**src/rtl/stopwatch_pkg.sv**
```systemverilog
// Shared types and helpers for the BCD stopwatch.
//   stopwatch_state_e : run-control states
//   BCD_W / BCD_MAX   : nibble width and largest legal digit
//   bcd_clamp()       : saturates a nibble to a legal BCD digit
package stopwatch_pkg;

   typedef enum logic [1:0] {
      IDLE    = 2'd0,
      RUNNING = 2'd1,
      PAUSED  = 2'd2
   } stopwatch_state_e;

   localparam int         BCD_W   = 4;
   localparam logic [3:0] BCD_MAX = 4'd9;

   function automatic logic [BCD_W-1:0] bcd_clamp(input logic [BCD_W-1:0] nib);
      return (nib > BCD_MAX) ? BCD_MAX : nib;
   endfunction

endpackage

```
**src/rtl/bcd_digit.sv**
```systemverilog
// One BCD digit of the stopwatch count chain.
//   clk, rst  : clock, synchronous active-high reset
//   load_en   : load load_val (clamped to 9) this cycle; overrides stepping
//   en_in     : step this digit by one in the direction given by up
//   up        : 1 = increment, 0 = decrement
//   digit     : current digit value, always 0..9
//   en_out    : step enable for the next digit (carry on 9->0, borrow on 0->9)
module bcd_digit
   import stopwatch_pkg::*;
(
   input  logic             clk,
   input  logic             rst,
   input  logic             load_en,
   input  logic [BCD_W-1:0] load_val,
   input  logic             en_in,
   input  logic             up,
   output logic [BCD_W-1:0] digit,
   output logic             en_out
);

   logic [BCD_W-1:0] digit_q, digit_d;

   assign en_out = en_in && (up ? (digit_q == BCD_MAX) : (digit_q == '0));
   assign digit  = digit_q;

   always_comb begin
      digit_d = digit_q;
      if (load_en) begin
         digit_d = bcd_clamp(load_val);
      end else if (en_in) begin
         if (up) begin
            digit_d = (digit_q >= BCD_MAX) ? '0 : digit_q + 4'd1;
         end else begin
            digit_d = (digit_q == '0) ? BCD_MAX : digit_q - 4'd1;
         end
      end
   end

   always_ff @(posedge clk) begin
      if (rst) begin
         digit_q <= '0;
      end else begin
         digit_q <= digit_d;
      end
   end

endmodule

```
**src/rtl/bcd_stopwatch_core.sv**
```systemverilog
// N-digit BCD stopwatch core with internal tick prescaler.
//   clk, rst     : clock, synchronous active-high reset
//   start_stop   : pulse, toggles run/pause (IDLE starts a fresh period)
//   clear        : pulse, zero count and return to IDLE
//   lap          : pulse, toggles display freeze while running
//   load         : pulse, preset count from load_value (nibbles clamped to 9)
//   load_value   : BCD preset, digit 0 in [3:0]
//   count_down   : level, 1 = decrement
//   display_bcd  : frozen snapshot while lap_active, otherwise live count
//   count_bcd    : live count
//   running      : high in RUNNING
//   lap_active   : display frozen
//   tick         : high on the cycle a count step is taken
//   wrap, done   : one-cycle pulses alongside the updated count
//
// state   | meaning
// IDLE    | cleared / after reset, prescaler parked, no counting
// RUNNING | prescaler counting, count steps on each terminal count
// PAUSED  | prescaler and count held; resume continues the same period
module bcd_stopwatch_core
   import stopwatch_pkg::*;
#(
   parameter int CLK_FREQ_HZ   = 100000000,
   parameter int TICK_HZ       = 10,
   parameter int NUM_DIGITS    = 4,
   parameter int STOP_AT_LIMIT = 0
) (
   input  logic                        clk,
   input  logic                        rst,
   input  logic                        start_stop,
   input  logic                        clear,
   input  logic                        lap,
   input  logic                        load,
   input  logic [BCD_W*NUM_DIGITS-1:0] load_value,
   input  logic                        count_down,
   output logic [BCD_W*NUM_DIGITS-1:0] display_bcd,
   output logic [BCD_W*NUM_DIGITS-1:0] count_bcd,
   output logic                        running,
   output logic                        lap_active,
   output logic                        tick,
   output logic                        wrap,
   output logic                        done
);

   localparam int             DIV       = CLK_FREQ_HZ / TICK_HZ;
   localparam int             PW        = (DIV > 1) ? $clog2(DIV) : 1;
   localparam int             CW        = BCD_W * NUM_DIGITS;
   localparam logic [PW-1:0]  PRESC_TOP = PW'(DIV - 1);

   stopwatch_state_e state_q, state_d;
   // Down-counter of cycles left in the current tick period; 0 is terminal.
   logic [PW-1:0]    presc_q, presc_d;
   logic             lap_q, lap_d;
   logic [CW-1:0]    snap_q, snap_d;
   logic             wrap_q, wrap_d;
   logic             done_q, done_d;

   logic [CW-1:0]       count;
   logic [CW-1:0]       digit_load_val;
   logic                digit_load;
   logic                step_en;
   logic [NUM_DIGITS:0] en_chain;
   logic                tc;
   logic                all_nines, is_zero, upper_zero, is_one;

   assign tc = (state_q == RUNNING) && (presc_q == '0);

   always_comb begin
      all_nines  = 1'b1;
      is_zero    = 1'b1;
      upper_zero = 1'b1;
      for (int i = 0; i < NUM_DIGITS; i++) begin
         if (count[i*BCD_W +: BCD_W] != BCD_MAX) all_nines = 1'b0;
         if (count[i*BCD_W +: BCD_W] != '0)      is_zero   = 1'b0;
      end
      for (int i = 1; i < NUM_DIGITS; i++) begin
         if (count[i*BCD_W +: BCD_W] != '0) upper_zero = 1'b0;
      end
      is_one = upper_zero && (count[BCD_W-1:0] == 4'd1);
   end

   always_comb begin
      state_d        = state_q;
      presc_d        = presc_q;
      lap_d          = lap_q;
      snap_d         = snap_q;
      done_d         = 1'b0;
      step_en        = 1'b0;
      digit_load     = 1'b0;
      digit_load_val = '0;

      if (clear) begin
         state_d    = IDLE;
         presc_d    = PRESC_TOP;
         lap_d      = 1'b0;
         digit_load = 1'b1;
      end else if (load) begin
         presc_d        = PRESC_TOP;
         lap_d          = 1'b0;
         digit_load     = 1'b1;
         digit_load_val = load_value;
      end else begin
         if (state_q == RUNNING) begin
            presc_d = tc ? PRESC_TOP : presc_q - 1'b1;
         end

         if (tc) begin
            if (!count_down) begin
               if (all_nines && (STOP_AT_LIMIT != 0)) begin
                  state_d = PAUSED;
               end else begin
                  step_en = 1'b1;
               end
            end else begin
               // A zero count is held rather than borrowed into all-9s.
               step_en = !is_zero;
               if (is_zero || is_one) begin
                  done_d  = 1'b1;
                  state_d = PAUSED;
               end
            end
         end

         if (start_stop) begin
            case (state_q)
               IDLE: begin
                  state_d = RUNNING;
                  presc_d = PRESC_TOP;
               end
               RUNNING: state_d = PAUSED;
               default: state_d = RUNNING;
            endcase
         end else if (lap) begin
            if (state_q == RUNNING) begin
               lap_d = !lap_q;
               if (!lap_q) snap_d = count;
            end else if (state_q == PAUSED) begin
               lap_d = 1'b0;
            end
         end
      end
   end

   // Only an up step can ripple out of the top digit: down steps from zero are blocked.
   assign wrap_d      = en_chain[NUM_DIGITS];
   assign en_chain[0] = step_en;

   for (genvar g = 0; g < NUM_DIGITS; g++) begin : g_digit
      bcd_digit u_digit (
         .clk      (clk),
         .rst      (rst),
         .load_en  (digit_load),
         .load_val (digit_load_val[g*BCD_W +: BCD_W]),
         .en_in    (en_chain[g]),
         .up       (!count_down),
         .digit    (count[g*BCD_W +: BCD_W]),
         .en_out   (en_chain[g+1])
      );
   end

   always_ff @(posedge clk) begin
      if (rst) begin
         state_q <= IDLE;
         presc_q <= PRESC_TOP;
         lap_q   <= 1'b0;
         snap_q  <= '0;
         wrap_q  <= 1'b0;
         done_q  <= 1'b0;
      end else begin
         state_q <= state_d;
         presc_q <= presc_d;
         lap_q   <= lap_d;
         snap_q  <= snap_d;
         wrap_q  <= wrap_d;
         done_q  <= done_d;
      end
   end

   assign count_bcd   = count;
   assign display_bcd = lap_q ? snap_q : count;
   assign running     = (state_q == RUNNING);
   assign lap_active  = lap_q;
   assign tick        = tc;
   assign wrap        = wrap_q;
   assign done        = done_q;

endmodule

```
**config.mk**
```make
export PLATFORM = sky130hd
export DESIGN_NAME = bcd_stopwatch_core
export DESIGN_NICKNAME = d
export VERILOG_FILES = /design/src/rtl/stopwatch_pkg.sv /design/src/rtl/bcd_digit.sv /design/src/rtl/bcd_stopwatch_core.sv
export SDC_FILE = /design/constraint.sdc
export NUM_CORES = 1
export LEC_CHECK = 0
export ABC_AREA = 1
export BUFFER_PORTS_ARGS = -buffer_cell sky130_fd_sc_hd__buf_2
export CORE_ASPECT_RATIO = 1.1
export CORE_MARGIN = 10
export CORE_UTILIZATION = 45
export CTS_CLUSTER_SIZE = 28
export DETAILED_ROUTE_END_ITERATION = 10
export GPL_TIMING_DRIVEN = 0
export MAX_ROUTING_LAYER = met4
export PLACE_DENSITY = 0.72
export SYNTH_ARGS = -nofsm -noshare
export SYNTH_HDL_FRONTEND = slang
export SYNTH_SLANG_ARGS = --single-unit
export TNS_END_PERCENT = 30
```
**constraint.sdc**
```tcl
create_clock -name clk -period 1.5 [get_ports clk]
set_input_delay 0.3 -clock clk [delete_from_list [all_inputs] [get_ports clk]]
set_output_delay 0.3 -clock clk [all_outputs]
set_load 0.02 [all_outputs]
```
==> flow_metrics.tcl, run 1 <==
set metrics [dict create \
    status "finished with violations" \
    violations "setup timing" \
    endpoint_kind "flop" \
    synth.net_count 619 \
    drtAntennaViolNets 0 \
    hold_class "primary input to flop" \
    ys.flop_type "dfxtp_1" \
    netlist.area_leader.share_pct 31.0 \
    synth_warnings 0 \
    fin_util_pct 68.0 \
    drt_first_pass_iters 6 \
    detail_route.wl_per_cell_um 16.3 \
    antenna_found_initial 0 \
    grt.total_usage_pct 20.0 \
    die_area_mm2 0.0129 \
    placed_cell_area_mm2 0.00445 \
    worst-path-max-fanout 4 \
    cts_sinks 61 \
    insertion_delay_ns 0.35 \
    grt_max_degree 12 \
    slowest_delay_ns 0.33 \
    first_global_vias 4249 \
    num_rows 35 \
    drt-total-wl_um 13100 \
    ctsRootBufferMaster "clkbuf_8" \
    synth_top_area_cell "dfxtp_1" \
    gp_congestion 0.950 \
    drc 0 \
    cts.hold.buffers_added 0 \
    relSlewSlack_pct 62.4 \
    ir_drop_v 0.000635 \
    min_from "rst" \
    arrival_ns 2.14 \
    coreArea_mm2 0.00845 \
    ios 60 \
    portBuffers 59 \
    yosysSeqAreaShare_pct 31.0 \
    synth_edf_count 0 \
    clock_skew_ns 0.0116 \
    cp-start-kind "flop" \
    tritoncts "built" \
    nets 730 \
    fin_ws_ns -0.406 \
    nFillCells 639 \
    path_cells "inv_2 > buf_6 > ha_4 > nand2_4 > nor3_4 > nand2_2 > nor2_1 > nand2_1 > nor2_2 > nand4_1 > a21oi_1 > o21ai_1" \
    drv_cap 0 \
    yosys-top-cells-count "nand2_1 (94), inv_1 (65), dfxtp_1 (61)" \
    via_per_inst 5.44 \
    dp_hpwl_um 8470 \
    power_density_mw_per_mm2 769 \
    clockBufferDepth 2 \
    r2r_start "presc_q[0]" \
    area_growth_pct 46.0 \
    clock.fmax_mhz 525 \
    power_leakage_uw 0.00265 \
    crit_type "flop to flop" \
    h-tree-depth 3 \
    drt_iter0_markers 287 \
    fin_crit_ns 1.91 \
    antenna_cells 0 \
    r2r-end "presc_q[20]" \
    die_w_um 109 \
    syn_inst 576 \
    r2r_cells 12 \
    stdcell_count 803 \
    worst_pin_slew_ns 0.564 \
    dp.cells 746 \
    rsz0062_at_grt "yes" \
    design_area_mm2 0.00575 \
    slew_viol_final 0 \
    ys_top_cells_by_area "dfxtp_1 (31%), nand2_1 (9.0%), o21ai_0 (7.1%)" \
    die_h_um 118 \
    grt_pass1_wl_um 20700 \
    yosys_register_bits 61 \
    post-route-period-util_pct 127 \
    overflow 0 \
    start_util_pct 46.6 \
    yosysMostFrequentCell "nand2_1" \
    num_vias 4368 \
    synth_cell_types 42 \
    async_flop_share_pct 0 \
    synth.avg_cell_area_um2 6.83 \
    cts_buffers 9 \
    finalHoldViolations 0 \
    layout-drive-gt1-share_pct 41.6 \
    worstHoldPathCells 2 \
    setup_violations 49 \
    r2r_slack_ns -0.41 \
    crit_required_ns 1.73 \
    min_to "g_digit[0].u_digit.digit[0]" \
    slowest_stage "dfxtp_2" \
    syn-cell-area_mm2 0.00394 \
    clk_pin_slew_ns 0.07 \
]
critical path, delay by kind of cell, from the launching register on:
kind	cells	cell delay, ns
DFF	1	0.33
AOI/OAI and AO/OA	2	0.22
buffers and inverters	2	0.18
adders and majority gates	1	0.15
and+or+nand+nor	7	0.91
how the worst max path moves through the flow:
stage                                           start                     endpoint  slack (ns)
after floorplan                            state_q[1]  g_digit[1].u_digit.digit[3]       -0.09
after global placement    g_digit[2].u_digit.digit[0]  g_digit[1].u_digit.digit[3]       -0.29
after detailed placement  g_digit[2].u_digit.digit[0]  g_digit[1].u_digit.digit[3]       -0.32
after CTS                                  state_q[1]                         tick       -0.32
after global routing                       state_q[1]                  presc_q[20]       -0.50
final                                      presc_q[0]                  presc_q[20]       -0.41
repair_timing:
action / CTS / global route
pin swaps: 30 / 18
setup endpoints to repair: 70 / 75
setup buffers: 25 / 14
gates resized for setup: 182 / 45
gates cloned: 3 / 0
registers in the layout, indices dropped and copies added, names as in the netlist:
name / cells
g_digit.u_digit.digit: 16
state_q: 2
lap_active: 1
done: 1
wrap: 1
snap_q: 16
presc_q: 24
cells by family (layout without fill, tap and decap cells):
kind of cell	after synthesis	in the layout	synth area share, %
simple gates	252	252	31.3
compound gates	129	129	18.1
buf+inv	99	215	9.92
flops	61	61	31.0
fa+ha+maj	20	20	6.36
xor+xnor	15	15	3.34
placed cells by master, fill, tap and decap left out, drive strengths merged, types with 7 or more instances in the layout:
master	count
nand2	105
buf	103
inv	83
nor2	73
o21ai	63
dfxtp	61
nand3	47
a21oi	47
clkbuf	24
ha	20
xor2	11
o211ai	10
nor3	9
nand4	7
metal layers:
metal | part of all wire [%] | routed length, um | GRT usage [%] | vias to the layer above
met2 | 48 | 6240 | 31.2 | 174
met3 | 6.9 | 901 | 4.05 | 25
met5 | 0 | 0 | - | -
met4 | 1.9 | 250 | 5.70 | 0
li1 | - | - | - | 2124
met1 | 44 | 5730 | 25.4 | 2045
final cells by class:
type / count / area (um^2) / area share (%)
multi-input combinational: 416 / 2810 / 48.9
sequential: 61 / 1270 / 22.1
timing repair buffer: 101 / 797 / 13.9
inverter: 83 / 338 / 5.88
clock buffer: 11 / 163 / 2.83
buffer: 15 / 153 / 2.66
tap: 111 / 139 / 2.42
clock inverter: 5 / 77.6 / 1.35
metrics by stage:
| step | hold WS [ns] | setup WS (ns) | setup TNS (ns) | power [uW] |
|---|---|---|---|---|
| detailed placement | 0.439 | -0.315 | -9.94 | 2450 |
| global route | 0.279 | -0.496 | -14.41 | 4600 |
| CTS | 0.255 | -0.320 | -6.33 | 4400 |
| finish | 0.280 | -0.406 | -8.73 | 4420 |
| floorplan | 0.359 | -0.0948 | -1.58 | 2220 |
| global placement | 0.432 | -0.290 | -9.04 | 2440 |
power breakdown:
part / internal [uW] / switching (uW)
Clock: 1080 / 714
Combinational: 354 / 563
Sequential: 1650 / 57.5
Total: 3090 / 1340
Power figures use the tool's default switching activity.
==> run 2: changes to the inputs <==
--- a/config.mk
+++ b/config.mk
@@ -6,7 +6,7 @@
 export NUM_CORES = 1
 export LEC_CHECK = 0
 export ABC_AREA = 1
-export BUFFER_PORTS_ARGS = -buffer_cell sky130_fd_sc_hd__buf_2
+export BUFFER_PORTS_ARGS = -buffer_cell sky130_fd_sc_hd__buf_4
 export CORE_ASPECT_RATIO = 1.1
 export CORE_MARGIN = 10
 export CORE_UTILIZATION = 45
==> run 2 against run 1 <==
  * The run still ends with setup timing left
  * Clock power is 9% lower
  * Die area stayed put
  * Wire length increased by 0.70%
  * Non-clock buffer count decreased by 1
==> flow_metrics.tcl, run 2 (synthesis results as in run 1) <==
set metrics [dict create \
    worstHoldPathCells 2 \
    placed_cell_area_mm2 0.00460 \
    start_util_pct 46.6 \
    hold_class "primary input to flop" \
    gp_congestion 0.953 \
    area_growth_pct 49.0 \
    fin_util_pct 69.4 \
    portBuffers 59 \
    switching_share_pct 30.5 \
    design_area_mm2 0.00586 \
    dp_hpwl_um 8580 \
    crit_cells 9 \
    insertion_delay_ns 0.36 \
    die_w_um 109 \
    path_cells "inv_2 > ha_4 > nand2_2 > nor2_2 > nand2_1 > nor2_1 > nand2_2 > inv_2 > buf_6" \
    combPwrFrac_pct 23.0 \
    antenna_found_initial 0 \
    power_leakage_uw 0.00263 \
    arrival_ns 1.51 \
    p_sw_uw 1330 \
    nets 729 \
    r2r_slack_ns -0.27 \
    detail_route.wl_per_cell_um 16.5 \
    crit_required_ns 1.20 \
    slowest_delay_ns 0.32 \
    ir_drop_v 0.000488 \
    slew_viol_final 0 \
    grt.total_usage_pct 20.1 \
    endpoint_kind "output port" \
    r2r_cells 12 \
    drt_iter0_markers 258 \
    cts_sinks 61 \
    drtAntennaViolNets 0 \
    ios 60 \
    holdWs_ns 0.202 \
    seqPwrFrac_pct 39.4 \
    cts.hold.buffers_added 0 \
    clock_skew_ns 0.0165 \
    finalHoldViolations 0 \
    clockBufferDepth 2 \
    worst_pin_slew_ns 0.574 \
    post-route-period-util_pct 120 \
    overflow 0 \
    coreArea_mm2 0.00845 \
    num_rows 35 \
    fin_total_pwr_uw 4350 \
    antenna_cells 0 \
    fin_crit_ns 1.81 \
    fin_ws_ns -0.305 \
    violations "setup timing" \
    num_vias 4357 \
    internal_power_uw 3030 \
    power_density_mw_per_mm2 743 \
    relSlewSlack_pct 61.7 \
    crit_type "flop to output port" \
    tritoncts "built" \
    ctsRootBufferMaster "clkbuf_8" \
    critPathTopFamily "simple AND/OR/NAND/NOR gates" \
    first_global_vias 4212 \
    rsz0062_at_grt "yes" \
    die_area_mm2 0.0129 \
    final_cell_mix "buf_4 (78), nand2_1 (64), inv_1 (49), nor2_1 (49), dfxtp_1 (40)" \
    top_register "presc_q" \
    drv_cap 0 \
    drc 0 \
    place_ws_ns -0.347 \
    clock.fmax_mhz 554 \
    via_per_inst 5.43 \
    largest_reg_flops 24 \
    h-tree-depth 3 \
    grt_pass1_wl_um 20700 \
    critPathBufInv 3 \
    status "finished with violations" \
    slowest_stage "dfxtp_2" \
    setup_violations 54 \
    die_h_um 118 \
    layout-drive-gt1-share_pct 43.1 \
    final_common_cell "buf_4" \
    worst-path-max-fanout 3 \
    drt-total-wl_um 13200 \
    cp-start-kind "flop" \
    grt_max_degree 11 \
    drt_first_pass_iters 5 \
    power_frac_clock_pct 37.6 \
    cts_buffers 9 \
    clk_pin_slew_ns 0.08 \
]
[run 2: final timing paths]
| check | start | endpoint |
|---|---|---|
| min | rst | g_digit[1].u_digit.digit[0] |
| min reg2reg | snap_q[5] | snap_q[5] |
| max | state_q[1] | tick |
| max reg2reg | state_q[1] | g_digit[3].u_digit.digit[1] |
[run 2: power groups by stage]
stage / combinational [uW] / clock, uW / sequential [uW]
finish: 1000 / 1640 / 1720
global route: 1080 / 1760 / 1720
CTS: 929 / 1670 / 1710
detailed placement: 763 / 0 / 1740
global placement: 752 / 0 / 1740
floorplan: 452 / 0 / 1770
[run 2: layout make-up]
| class | instances | area [um^2] |
|---|---|---|
| clock buffer | 13 | 180 |
| inverter | 83 | 354 |
| tap | 111 | 139 |
| sequential | 61 | 1270 |
| multi-input combinational | 416 | 2870 |
| clock inverter | 3 | 40.0 |
| buffer | 15 | 151 |
| fill | 655 | 2590 |
| timing repair buffer | 100 | 867 |
[run 2: metrics by stage]
stage | std cells | TNS [ns]
finish | 802 | -7.36
global route | 802 | -12.52
CTS | 785 | -5.64
detailed placement | 746 | -10.16
global placement | 746 | -8.80
floorplan | 576 | -1.58
[run 2: layer usage]
layer / GRT usage (%) / up-vias / part of all wire (%)
met2: 31.5 / 170 / 49
li1: - / 2106 / -
met1: 24.9 / 2037 / 41
met4: 5.94 / 0 / 3.1
met5: - / - / 0
met3: 4.60 / 44 / 6.4
[run 2: timing repair]
action / CTS / global route
endpoints found under the setup margin: 72 / 77
cloned: 3 / 0
buffers inserted: 21 / 17
resized for setup: 173 / 57
pin swaps: 32 / 18
==> run 3: changes to the inputs <==
--- a/config.mk
+++ b/config.mk
@@ -10,11 +10,12 @@
 export CORE_ASPECT_RATIO = 1.1
 export CORE_MARGIN = 10
 export CORE_UTILIZATION = 45
+export CTS_CLUSTER_DIAMETER = 80
 export CTS_CLUSTER_SIZE = 28
 export DETAILED_ROUTE_END_ITERATION = 10
-export GPL_TIMING_DRIVEN = 0
+export GPL_TIMING_DRIVEN = 1
 export MAX_ROUTING_LAYER = met4
-export PLACE_DENSITY = 0.72
+export PLACE_DENSITY = 0.79
 export SYNTH_ARGS = -nofsm -noshare
 export SYNTH_HDL_FRONTEND = slang
 export SYNTH_SLANG_ARGS = --single-unit
==> run 3 against run 2 <==
  * The flow still finishes with violations (setup timing)
  * Wire length is 1.8% higher
  * Die area stayed put
  * Largest cell class unchanged
  * Sequential power is 2% lower
  * Critical path depth is 4 higher
  * Sequential share of layout area is 0.94 points lower
  * Cell area is 3.7% higher
  * Critical endpoint is now g_digit[3].u_digit.digit[1]
  * Worst hold slack worse by 0.034 ns
  * Clock power is 4% higher
  * First-iteration DRC count is 3.1% higher
  * Power is 2.4% higher
  * Global-route usage is 0.20 points lower
  * Register-to-register slack worse by 0.13 ns
==> flow_metrics.tcl, run 3 (synthesis results as in run 1) <==
set metrics [dict create \
    cts_sinks 61 \
    die_w_um 109 \
    gp_congestion 0.943 \
    top_register "presc_q" \
    r2r_cells 13 \
    cp-start-kind "flop" \
    fin_tns_setup_ns -11.09 \
    grt_max_degree 36 \
    r2r_start "presc_q[1]" \
    met2_length_um 7280 \
    design_area_mm2 0.00608 \
    num_vias 4673 \
    first_global_vias 4560 \
    final_common_cell "buf_4" \
    clockBufferDepth 2 \
    status "finished with violations" \
    cts.hold.buffers_added 0 \
    slew_viol_final 0 \
    ir_drop_v 0.000373 \
    worstHoldPathCells 2 \
    nFillCells 623 \
    drtAntennaViolNets 0 \
    clock_skew_ns 0.00826 \
    post-route-period-util_pct 127 \
    fin_ws_ns -0.402 \
    die_area_mm2 0.0129 \
    clk_pin_slew_ns 0.08 \
    rsz0062_at_grt "yes" \
    clock.fmax_mhz 526 \
    start_util_pct 46.6 \
    tritoncts "built" \
    min_from "rst" \
    drc 0 \
    grt_pass1_wl_um 20400 \
    final_cell_mix "buf_4 (163), nand2_1 (82), inv_1 (54), nor2_1 (47), dfxtp_1 (46)" \
    cts_buffers 9 \
    drt-total-wl_um 13400 \
    drt_iter0_markers 266 \
    drt_first_pass_iters 5 \
    violations "setup timing" \
    finalHoldViolations 0 \
    crit_required_ns 1.76 \
    overflow 0 \
    setup_violations 62 \
    top_layer_used "met4" \
    h-tree-depth 3 \
    dp.cells 842 \
    r2r-end "g_digit[3].u_digit.digit[1]" \
    endpoint_kind "flop" \
    drv_cap 0 \
    portBuffers 59 \
    fin_crit_ns 1.90 \
    r2r_slack_ns -0.40 \
    layout-drive-gt1-share_pct 43.7 \
    via_per_inst 5.35 \
    ios 60 \
    worst_pin_slew_ns 0.335 \
    fin_total_pwr_uw 4460 \
    min_to "g_digit[2].u_digit.digit[0]" \
    hold_class "primary input to flop" \
    coreArea_mm2 0.00845 \
    met3_length_um 481 \
    dp_hpwl_um 9700 \
    crit_type "flop to flop" \
    antenna_found_initial 0 \
    die_h_um 118 \
    antenna_cells 0 \
    arrival_ns 2.16 \
    placed_cell_area_mm2 0.00540 \
    power_leakage_uw 0.00276 \
    power_density_mw_per_mm2 733 \
    nets 800 \
    wl_met1_um 5340 \
    worst-path-max-fanout 7 \
    grt.total_usage_pct 19.9 \
    num_rows 35 \
    area_growth_pct 54.5 \
    insertion_delay_ns 0.36 \
    relSlewSlack_pct 77.6 \
    ctsRootBufferMaster "clkbuf_8" \
    stdcell_count 873 \
    largest_reg_flops 24 \
    detail_route.wl_per_cell_um 15.4 \
]
## run 3: worst max-delay path, cell delays in order, from the launching register on
cell and delay (ns):
dfxtp_2 0.34, inv_4 0.08, ha_4 0.13, nand2_2 0.05
nor2_2 0.12, nand2_1 0.08, nor2_2 0.10, nand2_2 0.08
buf_6 0.13, nor2_4 0.20, nand4_4 0.14, nand2_4 0.16
and2_4 0.15, nor2_2 0.03
## run 3: report_power, final
group	switching [uW]	internal (uW)
registers	24.6	1650
logic	594	476
clock network	727	986
total	1350	3110
## run 3: through the flow
stage          hold slack (ns)  util, %  worst slack (ns)
6_report                 0.168     72.0            -0.402
4_1_cts                  0.158     69.1            -0.292
3_5_place_dp             0.438     63.9            -0.233
5_1_grt                  0.176     72.0            -0.498
3_3_place_gp             0.430     63.9            -0.174
2_1_floorplan            0.359        -           -0.0948
## run 3: worst max-delay path by stage
stage	startpoint	to	slack (ns)	depth (start not counted)
2_1_floorplan	state_q[1]	g_digit[1].u_digit.digit[3]	-0.09	13
3_3_place_gp	presc_q[0]	g_digit[1].u_digit.digit[3]	-0.17	13
3_5_place_dp	g_digit[1].u_digit.digit[0]	g_digit[2].u_digit.digit[1]	-0.23	11
4_1_cts	presc_q[0]	tick	-0.29	9
5_1_grt	presc_q[1]	g_digit[3].u_digit.digit[1]	-0.50	13
6_report	presc_q[1]	g_digit[3].u_digit.digit[1]	-0.40	13
## run 3: per-layer routing
layer | vias to the layer above | global-route usage (%)
li1 | 2257 | -
met1 | 2233 | 20.6
met2 | 143 | 35.6
met3 | 40 | 3.72
met4 | 0 | 7.74
met5 | - | -
## run 3: layout make-up
class / instances / area [um^2] / share of cell area [%]
Timing Repair Buffer: 186 / 1520 / 25.0
Clock inverter: 5 / 81.3 / 1.34
Multi-Input combinational cell: 416 / 2630 / 43.2
Tap cell: 111 / 139 / 2.28
Sequential cell: 61 / 1260 / 20.7
Inverter: 83 / 319 / 5.25
Clock buffer: 11 / 141 / 2.32
## run 3: what timing repair did
action / CTS / global route
pin swaps: 9 / 23
buffers inserted: 6 / 9
gates cloned: 0 / 0
setup endpoints to repair: 68 / 78
gates resized for setup: 75 / 54
